File: config.mk
export PLATFORM = sky130hd
export DESIGN_NAME = hazard_ctrl
export DESIGN_NICKNAME = d
export VERILOG_FILES = /design/src/rtl/hazard_ctrl.sv
export SDC_FILE = /design/constraint.sdc
export NUM_CORES = 1
export LEC_CHECK = 0
export BUFFER_PORTS_ARGS = -buffer_cell sky130_fd_sc_hd__buf_4
export CELL_PAD_IN_SITES_DETAIL_PLACEMENT = 0
export CELL_PAD_IN_SITES_GLOBAL_PLACEMENT = 1
export CORE_ASPECT_RATIO = 0.9
export CORE_MARGIN = 1.5
export CORE_UTILIZATION = 37
export CTS_CLUSTER_DIAMETER = 30
export CTS_CLUSTER_SIZE = 10
export DETAILED_ROUTE_END_ITERATION = 12
export PLACE_DENSITY = 0.86
export SKIP_CTS_REPAIR_TIMING = 1
export SLEW_MARGIN = 20
export SYNTH_ARGS = -nofsm -noshare
export SYNTH_HDL_FRONTEND = slang
export SYNTH_SLANG_ARGS = --single-unit
export TNS_END_PERCENT = 5
File: constraint.sdc
create_clock -name clk -period 2.74 [get_ports clk]
set_input_delay 0.685 -clock clk [delete_from_list [all_inputs] [get_ports clk]]
set_output_delay 0.685 -clock clk [all_outputs]
set_load 0.01 [all_outputs]
File: src/rtl/hazard_ctrl.sv
// ---------------------------------------------------------------------------
// hazard_ctrl
//   Hazard and stall controller for a 5-stage RV32I pipeline.
//   - EX operand forwarding selects (M has priority over W, x0 never forwarded)
//   - Load-use stall, branch flush, multi-cycle memory stall with timeout,
//     multi-cycle mul/div occupancy of EX
//   - Saturating count of cycles with StallF asserted
//
// Ports
//   clk, reset                 : clock, synchronous active-high reset
//   Rs1D/Rs2D, Rs1E/Rs2E       : source registers in D and E
//   RdE/RdM/RdW, RegWrite*     : destination registers / write enables
//   LoadE, PCSrcE              : load in E, taken branch/jump in E
//   MulDivStartE               : mul/div op present in E
//   MemReqM, MemReadyM         : data-memory request / completion in M
//   ForwardAE/BE               : 00 regfile, 01 ResultW, 10 ALUResultM
//   Stall{F,D,E,M}             : hold pipeline registers
//   Flush{D,E,M,W}             : load bubbles into pipeline registers
//   MemErr                     : one-cycle pulse on memory timeout
//   StallCycles                : saturating count of StallF cycles
// ---------------------------------------------------------------------------
module hazard_ctrl #(
    parameter int MD_CYCLES   = 4,
    parameter int MEM_TIMEOUT = 64,
    parameter int CNT_W       = 32
) (
    input  logic             clk,
    input  logic             reset,
    input  logic [4:0]       Rs1D,
    input  logic [4:0]       Rs2D,
    input  logic [4:0]       Rs1E,
    input  logic [4:0]       Rs2E,
    input  logic [4:0]       RdE,
    input  logic [4:0]       RdM,
    input  logic [4:0]       RdW,
    input  logic             RegWriteE,
    input  logic             RegWriteM,
    input  logic             RegWriteW,
    input  logic             LoadE,
    input  logic             PCSrcE,
    input  logic             MulDivStartE,
    input  logic             MemReqM,
    input  logic             MemReadyM,
    output logic [1:0]       ForwardAE,
    output logic [1:0]       ForwardBE,
    output logic             StallF,
    output logic             StallD,
    output logic             StallE,
    output logic             StallM,
    output logic             FlushD,
    output logic             FlushE,
    output logic             FlushM,
    output logic             FlushW,
    output logic             MemErr,
    output logic [CNT_W-1:0] StallCycles
);

    localparam int MD_W  = $clog2(MD_CYCLES);
    localparam int MEM_W = $clog2(MEM_TIMEOUT);
    localparam logic [MD_W-1:0]  MD_LAST  = MD_W'(MD_CYCLES - 1);
    localparam logic [MEM_W-1:0] MEM_LAST = MEM_W'(MEM_TIMEOUT - 1);

    typedef enum logic [1:0] {IDLE, MEM_WAIT, MD_BUSY} state_t;

    state_t           state, state_n;
    logic [MD_W-1:0]  md_cnt, md_cnt_n;
    logic [MEM_W-1:0] mem_cnt;

    logic lw_stall, mem_stall, md_stall, timeout_hit;

    // Forwarding: M result is newer than W, so it wins.
    always_comb begin
        ForwardAE = 2'b00;
        ForwardBE = 2'b00;
        if (RegWriteM && RdM != 5'd0 && RdM == Rs1E)      ForwardAE = 2'b10;
        else if (RegWriteW && RdW != 5'd0 && RdW == Rs1E) ForwardAE = 2'b01;
        if (RegWriteM && RdM != 5'd0 && RdM == Rs2E)      ForwardBE = 2'b10;
        else if (RegWriteW && RdW != 5'd0 && RdW == Rs2E) ForwardBE = 2'b01;
    end

    assign lw_stall = LoadE & RegWriteE & (RdE != 5'd0) & ((RdE == Rs1D) | (RdE == Rs2D));

    // mem_cnt counts consecutive memory-stall cycles (first stall cycle sees 0),
    // so the abort lands on cycle MEM_TIMEOUT of the wait.
    assign timeout_hit = MemReqM & ~MemReadyM & (mem_cnt == MEM_LAST);
    assign mem_stall   = MemReqM & ~MemReadyM & ~timeout_hit;

    // The cycle a mul/div is first seen in E already stalls; in MD_BUSY the
    // stall drops on the last count so the op leaves EX that cycle.
    assign md_stall = ((state != MD_BUSY) & MulDivStartE) |
                      ((state == MD_BUSY) & (md_cnt != MD_LAST));

    always_comb begin
        state_n  = state;
        md_cnt_n = md_cnt;
        case (state)
            IDLE, MEM_WAIT: begin
                if (mem_stall) begin
                    state_n = MEM_WAIT;
                end else if (MulDivStartE) begin
                    state_n  = MD_BUSY;
                    md_cnt_n = '0;
                end else begin
                    state_n = IDLE;
                end
            end
            MD_BUSY: begin
                // The older op in M may still be waiting on memory; freeze the count.
                if (!mem_stall) begin
                    if (md_cnt == MD_LAST) state_n  = IDLE;
                    else                   md_cnt_n = md_cnt + 1'b1;
                end
            end
            default: state_n = IDLE;
        endcase
    end

    // A memory stall freezes D/E/M, so any flush there would destroy held
    // instructions; branch/load-use re-evaluate once memory releases.
    assign StallF = lw_stall | mem_stall | md_stall;
    assign StallD = StallF;
    assign StallE = mem_stall | md_stall;
    assign StallM = mem_stall;
    assign FlushW = mem_stall;
    assign FlushD = ~mem_stall & PCSrcE;
    assign FlushE = ~mem_stall & (PCSrcE | lw_stall);
    assign FlushM = ~mem_stall & md_stall;
    assign MemErr = timeout_hit & ~reset;

    always_ff @(posedge clk) begin
        if (reset) begin
            state       <= IDLE;
            md_cnt      <= '0;
            mem_cnt     <= '0;
            StallCycles <= '0;
        end else begin
            state   <= state_n;
            md_cnt  <= md_cnt_n;
            mem_cnt <= mem_stall ? mem_cnt + 1'b1 : '0;
            if (StallF && StallCycles != '1)
                StallCycles <= StallCycles + 1'b1;
        end
    end

endmodule

==> results of run 1 <==
[where the power goes]
part	total [W]	internal, W	leakage (nW)	switching, W
Combinational	0.000261	0.000130	0.962	0.000131
Clock	0.000486	0.000268	0.0579	0.000218
Sequential	0.000634	0.000619	0.339	0.0000149
Total	0.00138	0.00102	1.36	0.000364
[state kept, by name (all words and copies together) (netlist names)]
register     flops
mem_cnt          6
md_cnt           2
state            2
StallCycles     32
[path summary, 6_finish.rpt]
check / cells past startpoint / end / slack, ns
max reg2reg: 9 / StallCycles[18] / 0.42
min reg2reg: 1 / mem_cnt[0] / 0.47
max: 6 / ForwardBE[0] / 0.006
min: 1 / mem_cnt[0] / 0.47
[placed cells by master, fill, tap and decap left out, drive strengths merged, types with 2 or more instances in the layout]
cell type	count
buf	99
dfxtp	42
a21oi	30
nand3	27
or4	23
nor2	22
xnor2	18
o31ai	18
xor2	16
nand2	12
o21ai	10
nor2b	9
nor4	8
and3	7
mux2	7
and4	7
inv	6
nand4	5
or3	5
clkbuf	5
nand2b	3
ha	3
clkinv	2
o22ai	2
nor3	2
[metal layers]
metal | global-route usage | part of all wire | vias to the layer above
met3 | 0.0380 | 0.053 | 7
met2 | 0.306 | 0.48 | 64
met5 | 0 | 0 | -
met4 | 0.0502 | 0.012 | 0
met1 | 0.217 | 0.46 | 1219
li1 | - | - | 1337
[logic make-up (layout without fill, tap and decap cells)]
| kind of cell | after synthesis | count (layout) | synth area share |
|---|---|---|---|
| AND/OR/NAND/NOR | 137 | 137 | 0.309 |
| AO/OA/AOI/OAI | 65 | 65 | 0.155 |
| flip-flops | 42 | 42 | 0.308 |
| XOR/XNOR | 34 | 34 | 0.109 |
| buffers and inverters | 25 | 113 | 0.0664 |
| multiplexers | 8 | 8 | 0.0394 |
| adder cells (fa/ha/maj) | 3 | 3 | 0.0137 |
[metrics by stage]
step,worst slack [ns],setup TNS (ns)
CTS,-0.0974,-0.146
detailed placement,-0.0976,-0.146
floorplan,0.0767,0
finish,0.00633,0
global placement,-0.0163,-0.0322
global route,-0.0227,-0.0238
[final cells by class]
cell class                 instances  area (um2)
clock buffer                       5        68.8
clock inverter                     3        40.0
fill                             717        3550
inverter                           6        22.5
multi-input combinational        247        1730
sequential                        42         841
tap                               93         116
timing repair buffer              99         743
[critical path: cells and delay by family]
| family | cells | cell delay, ns |
|---|---|---|
| AO/OA/AOI/OAI | 1 | 0.10 |
| buffers and inverters | 2 | 0.28 |
| AND/OR/NAND/NOR | 3 | 0.99 |
==> impl_metrics.env, run 1 <==
export IMPL_ys_seq_area_frac=0.308
export IMPL_grt_max_degree=43
export IMPL_timing_final_crit_share=0.998
export IMPL_cp_max_fo=3
export IMPL_syn_inst=314
export IMPL_maxSlewHeadroom=0.642
export IMPL_cap_violations=0
export IMPL_synth_common_cells="42 x dfxtp_1, 29 x a21oi_1, 26 x nand3_1"
export IMPL_htree_levels=2
export IMPL_layout_min_cycle_time_ns=2.73
export IMPL_netlist_area_um2=2730
export IMPL_end_kind="primary output"
export IMPL_required_ns=2.06
export IMPL_clk_pin_slew_worst_paths_ns=0.08
export IMPL_setup_viol=0
export IMPL_syn_num_nets=362
export IMPL_skew_ns=0.00398
export IMPL_die_area_um2=7910
export IMPL_leakagePower_nw=1.36
export IMPL_hold_ws_ns=0.466
export IMPL_dp_cells=487
export IMPL_rsz0062_at_grt="true"
export IMPL_synth_edff_count=0
export IMPL_power_w=0.00138
export IMPL_die_x_um=93.6
export IMPL_cp_common_cell="buf_4"
export IMPL_drtIter0Drc=106
export IMPL_outcome="finished, final reports clean"
export IMPL_wl_um=6800
export IMPL_hold_viol_final=0
export IMPL_yosys_warnings=0
export IMPL_fmax_ghz=0.366
export IMPL_crit_start="RdW[2]"
export IMPL_start_util=0.384
export IMPL_row_count=29
export IMPL_syn_area_per_cell_um2=8.71
export IMPL_vias=2627
export IMPL_cts_buffers=5
export IMPL_netlist_area_leader_share=0.308
export IMPL_stdcell_count=495
export IMPL_ant_nets=0
export IMPL_synth_seq_cells=42
export IMPL_rr_startpoint="md_cnt[0]"
export IMPL_antenna_found_initial=0
export IMPL_track_usage=0.176
export IMPL_cts_root_buf="clkbuf_8"
export IMPL_overflow=0
export IMPL_min_path_type="flop to flop"
export IMPL_dp_hpwl_um=5050
export IMPL_yosysMostFrequentCell="dfxtp_1"
export IMPL_core_um2=7110
export IMPL_die_h_um=84.5
export IMPL_irDropWorstVdd_mv=0.197
export IMPL_stdcell_area_um2=3560
export IMPL_antenna_cells=0
export IMPL_worst_pin_slew_ns=0.534
export IMPL_critical_path_slowest_cell="or4_4"
export IMPL_io_pins=90
export IMPL_synth_top_cell_by_area="dfxtp_1"
export IMPL_wl_per_cell_um=13.7
export IMPL_crit_arrival_ns=2.05
export IMPL_drt_pass1_iterations=4
export IMPL_numPortBuffers=89
export IMPL_hp_start="mem_cnt[0]"
export IMPL_synthArstFlopShare=0
export IMPL_synth_distinct_cells=50
export IMPL_cellPowerDensity_nw_per_um2=388
export IMPL_drc_errors=0
export IMPL_dpl_cell_area_um2=3430
export IMPL_ys_top_cells_by_area="dfxtp_1 31%, or4_1 6.3%, xnor2_1 5.8%, a21oi_1 5.3%, xor2_1 5.1%"
export IMPL_max_stage_delay_ns=0.57
export IMPL_crit_type="input pin to primary output"
export IMPL_nets=449
export IMPL_path_cells="buf_4 -> or4_1 -> o21ai_0 -> or4_4 -> nor4_2 -> buf_4"
export IMPL_cts_sinks=42
export IMPL_start_kind="input pin"
export IMPL_clkLatencyLatePin_ns=0.30
export IMPL_grt_pass1_wl_um=11400
export IMPL_place_gp_congestion=0.881
export IMPL_cts_tree="done"
export IMPL_slew_viol_final=0
export IMPL_first_global_vias=2544
export IMPL_drive_gt1_frac=0.341
export IMPL_cts_path_max_buffers=2
export IMPL_synth_main_ff_cell="dfxtp_1"
export IMPL_syn_to_final_growth_pct=30.2
export IMPL_utilization=0.501
export IMPL_viasPerCell=5.31
(Power assumes the default switching activity.)
==> run 2: changes to the inputs <==
--- a/config.mk
+++ b/config.mk
@@ -8,7 +8,6 @@
 export BUFFER_PORTS_ARGS = -buffer_cell sky130_fd_sc_hd__buf_4
 export CELL_PAD_IN_SITES_DETAIL_PLACEMENT = 0
 export CELL_PAD_IN_SITES_GLOBAL_PLACEMENT = 1
-export CORE_ASPECT_RATIO = 0.9
 export CORE_MARGIN = 1.5
 export CORE_UTILIZATION = 37
 export CTS_CLUSTER_DIAMETER = 30
==> run 2 against run 1 <==
  * Fmax is 1.3% higher
  * Clock power is 14% lower
  * Clock-buffer cell count is 1 higher
  * Sequential share of layout area is 0.058 points lower
  * Combinational power hardly changed
  * Sequential cell count stayed put
  * Non-clock buffer count is 2 higher
  * Critical path depth stayed put
  * Die area hardly changed
  * Global-route usage is 0.87 points lower
  * Cell count is 1.6% higher
  * Largest power group unchanged
==> impl_metrics.env, run 2 (synthesis results as in run 1) <==
export IMPL_outcome="finished, final reports clean"
export IMPL_cellPowerDensity_nw_per_um2=367
export IMPL_nets=451
export IMPL_numPortBuffers=89
export IMPL_maxSlewHeadroom=0.655
export IMPL_cap_violations=0
export IMPL_vias=2710
export IMPL_cts_root_buf="clkbuf_8"
export IMPL_place_gp_congestion=0.721
export IMPL_antenna_found_initial=0
export IMPL_grt_busiest_layer="met2"
export IMPL_cp_max_fo=3
export IMPL_layout_common_cells="101 x buf_4, 42 x dfxtp_1, 29 x a21oi_1, 26 x nand3_1"
export IMPL_regMostFlops="StallCycles"
export IMPL_ant_nets=0
export IMPL_required_ns=2.06
export IMPL_die_x_um=89.0
export IMPL_start_kind="input pin"
export IMPL_final_common_cell="buf_4"
export IMPL_drive_gt1_frac=0.344
export IMPL_cts_sinks=42
export IMPL_r2r_cells=6
export IMPL_grtUsageMet3=0.0277
export IMPL_wl_um=6860
export IMPL_fmax_ghz=0.371
export IMPL_overflow=0
export IMPL_wl_per_cell_um=13.6
export IMPL_grt_met1_usage=0.209
export IMPL_reg2reg_slack_ns=0.57
export IMPL_track_usage=0.167
export IMPL_syn_to_final_growth_pct=30.5
export IMPL_path_cells="buf_4 -> or4_1 -> o21ai_0 -> or4_1 -> nor4_2 -> buf_4"
export IMPL_die_h_um=89.0
export IMPL_drt_pass1_iterations=4
export IMPL_htree_levels=2
export IMPL_nFillCells=725
export IMPL_timing_final_crit_share=0.984
export IMPL_die_area_um2=7910
export IMPL_cts_tree="done"
export IMPL_layout_min_cycle_time_ns=2.70
export IMPL_row_count=31
export IMPL_dp_hpwl_um=5000
export IMPL_crit_type="input pin to primary output"
export IMPL_skew_ns=0.00482
export IMPL_gr_usage_met2=0.296
export IMPL_clk_pin_slew_worst_paths_ns=0.08
export IMPL_io_pins=90
export IMPL_largest_reg_flops=32
export IMPL_antenna_cells=0
export IMPL_critical_path_slowest_cell="or4_1"
export IMPL_core_um2=7210
export IMPL_worst_pin_slew_ns=0.515
export IMPL_slew_viol_final=0
export IMPL_drtIter0Drc=119
export IMPL_finalSetupTns_ns=0
export IMPL_clkLatencyLatePin_ns=0.29
export IMPL_biggestRegsByFlops="StallCycles (32), mem_cnt (6)"
export IMPL_max_stage_delay_ns=0.57
export IMPL_leakagePower_nw=1.36
export IMPL_stdcell_area_um2=3570
export IMPL_grt_max_degree=43
export IMPL_cts_buffers=5
export IMPL_first_global_vias=2395
export IMPL_whs_path_depth=2
export IMPL_hold_viol_final=0
export IMPL_irDropWorstVdd_mv=0.190
export IMPL_min_path_type="flop to flop"
export IMPL_end_kind="primary output"
export IMPL_setup_viol=0
export IMPL_dpl_cell_area_um2=3460
export IMPL_rsz0062_at_grt="true"
export IMPL_grt_pass1_wl_um=10600
export IMPL_drc_errors=0
export IMPL_crit_arrival_ns=2.01
export IMPL_power_w=0.00131
export IMPL_viasPerCell=5.39
export IMPL_start_util=0.379
export IMPL_cts_path_max_buffers=2
## run 2: routing by layer
layer,vias to the layer above,part of all wire
met5,-,0
met4,0,0.015
met3,11,0.063
li1,1350,-
met2,79,0.48
met1,1270,0.44
## run 2: metrics by stage
step	cells	hold slack [ns]	util	setup slack [ns]
floorplan	314	0.418	-	0.0767
global placement	495	0.429	0.479	-0.0442
detailed placement	495	0.472	0.479	-0.0508
CTS	503	0.486	0.492	-0.0605
global route	503	0.528	0.495	-0.0185
finish	503	0.482	0.495	0.0425
## run 2: report_power, final
part / leakage, nW / internal, W / total (W) / switching (W)
Sequential: 0.339 / 0.000619 / 0.000634 / 0.0000153
Clock: 0.0472 / 0.000203 / 0.000417 / 0.000215
Combinational: 0.973 / 0.000129 / 0.000260 / 0.000131
## run 2: worst paths after layout
| check | from | to |
|---|---|---|
| setup / recovery | RdW[3] | ForwardBE[0] |
| hold / removal | md_cnt[1] | md_cnt[1] |
| setup reg to reg | StallCycles[2] | StallCycles[29] |
| hold reg to reg | md_cnt[1] | md_cnt[1] |
## run 2: critical path, delay by kind of cell
family          cells  cell delay (ns)
simple gates        3             0.95
buf+inv             2             0.27
compound gates      1             0.10
## run 2: layout make-up
| class | instances | area (um2) | share of cell area |
|---|---|---|---|
| clock buffers | 6 | 82.6 | 0.0231 |
| clock inverters | 2 | 12.5 | 0.00351 |
| inverters | 6 | 22.5 | 0.00631 |
| multi-input cells | 247 | 1730 | 0.484 |
| flip-flops and latches | 42 | 841 | 0.236 |
| well taps | 99 | 124 | 0.0347 |
| repair buffers | 101 | 758 | 0.212 |
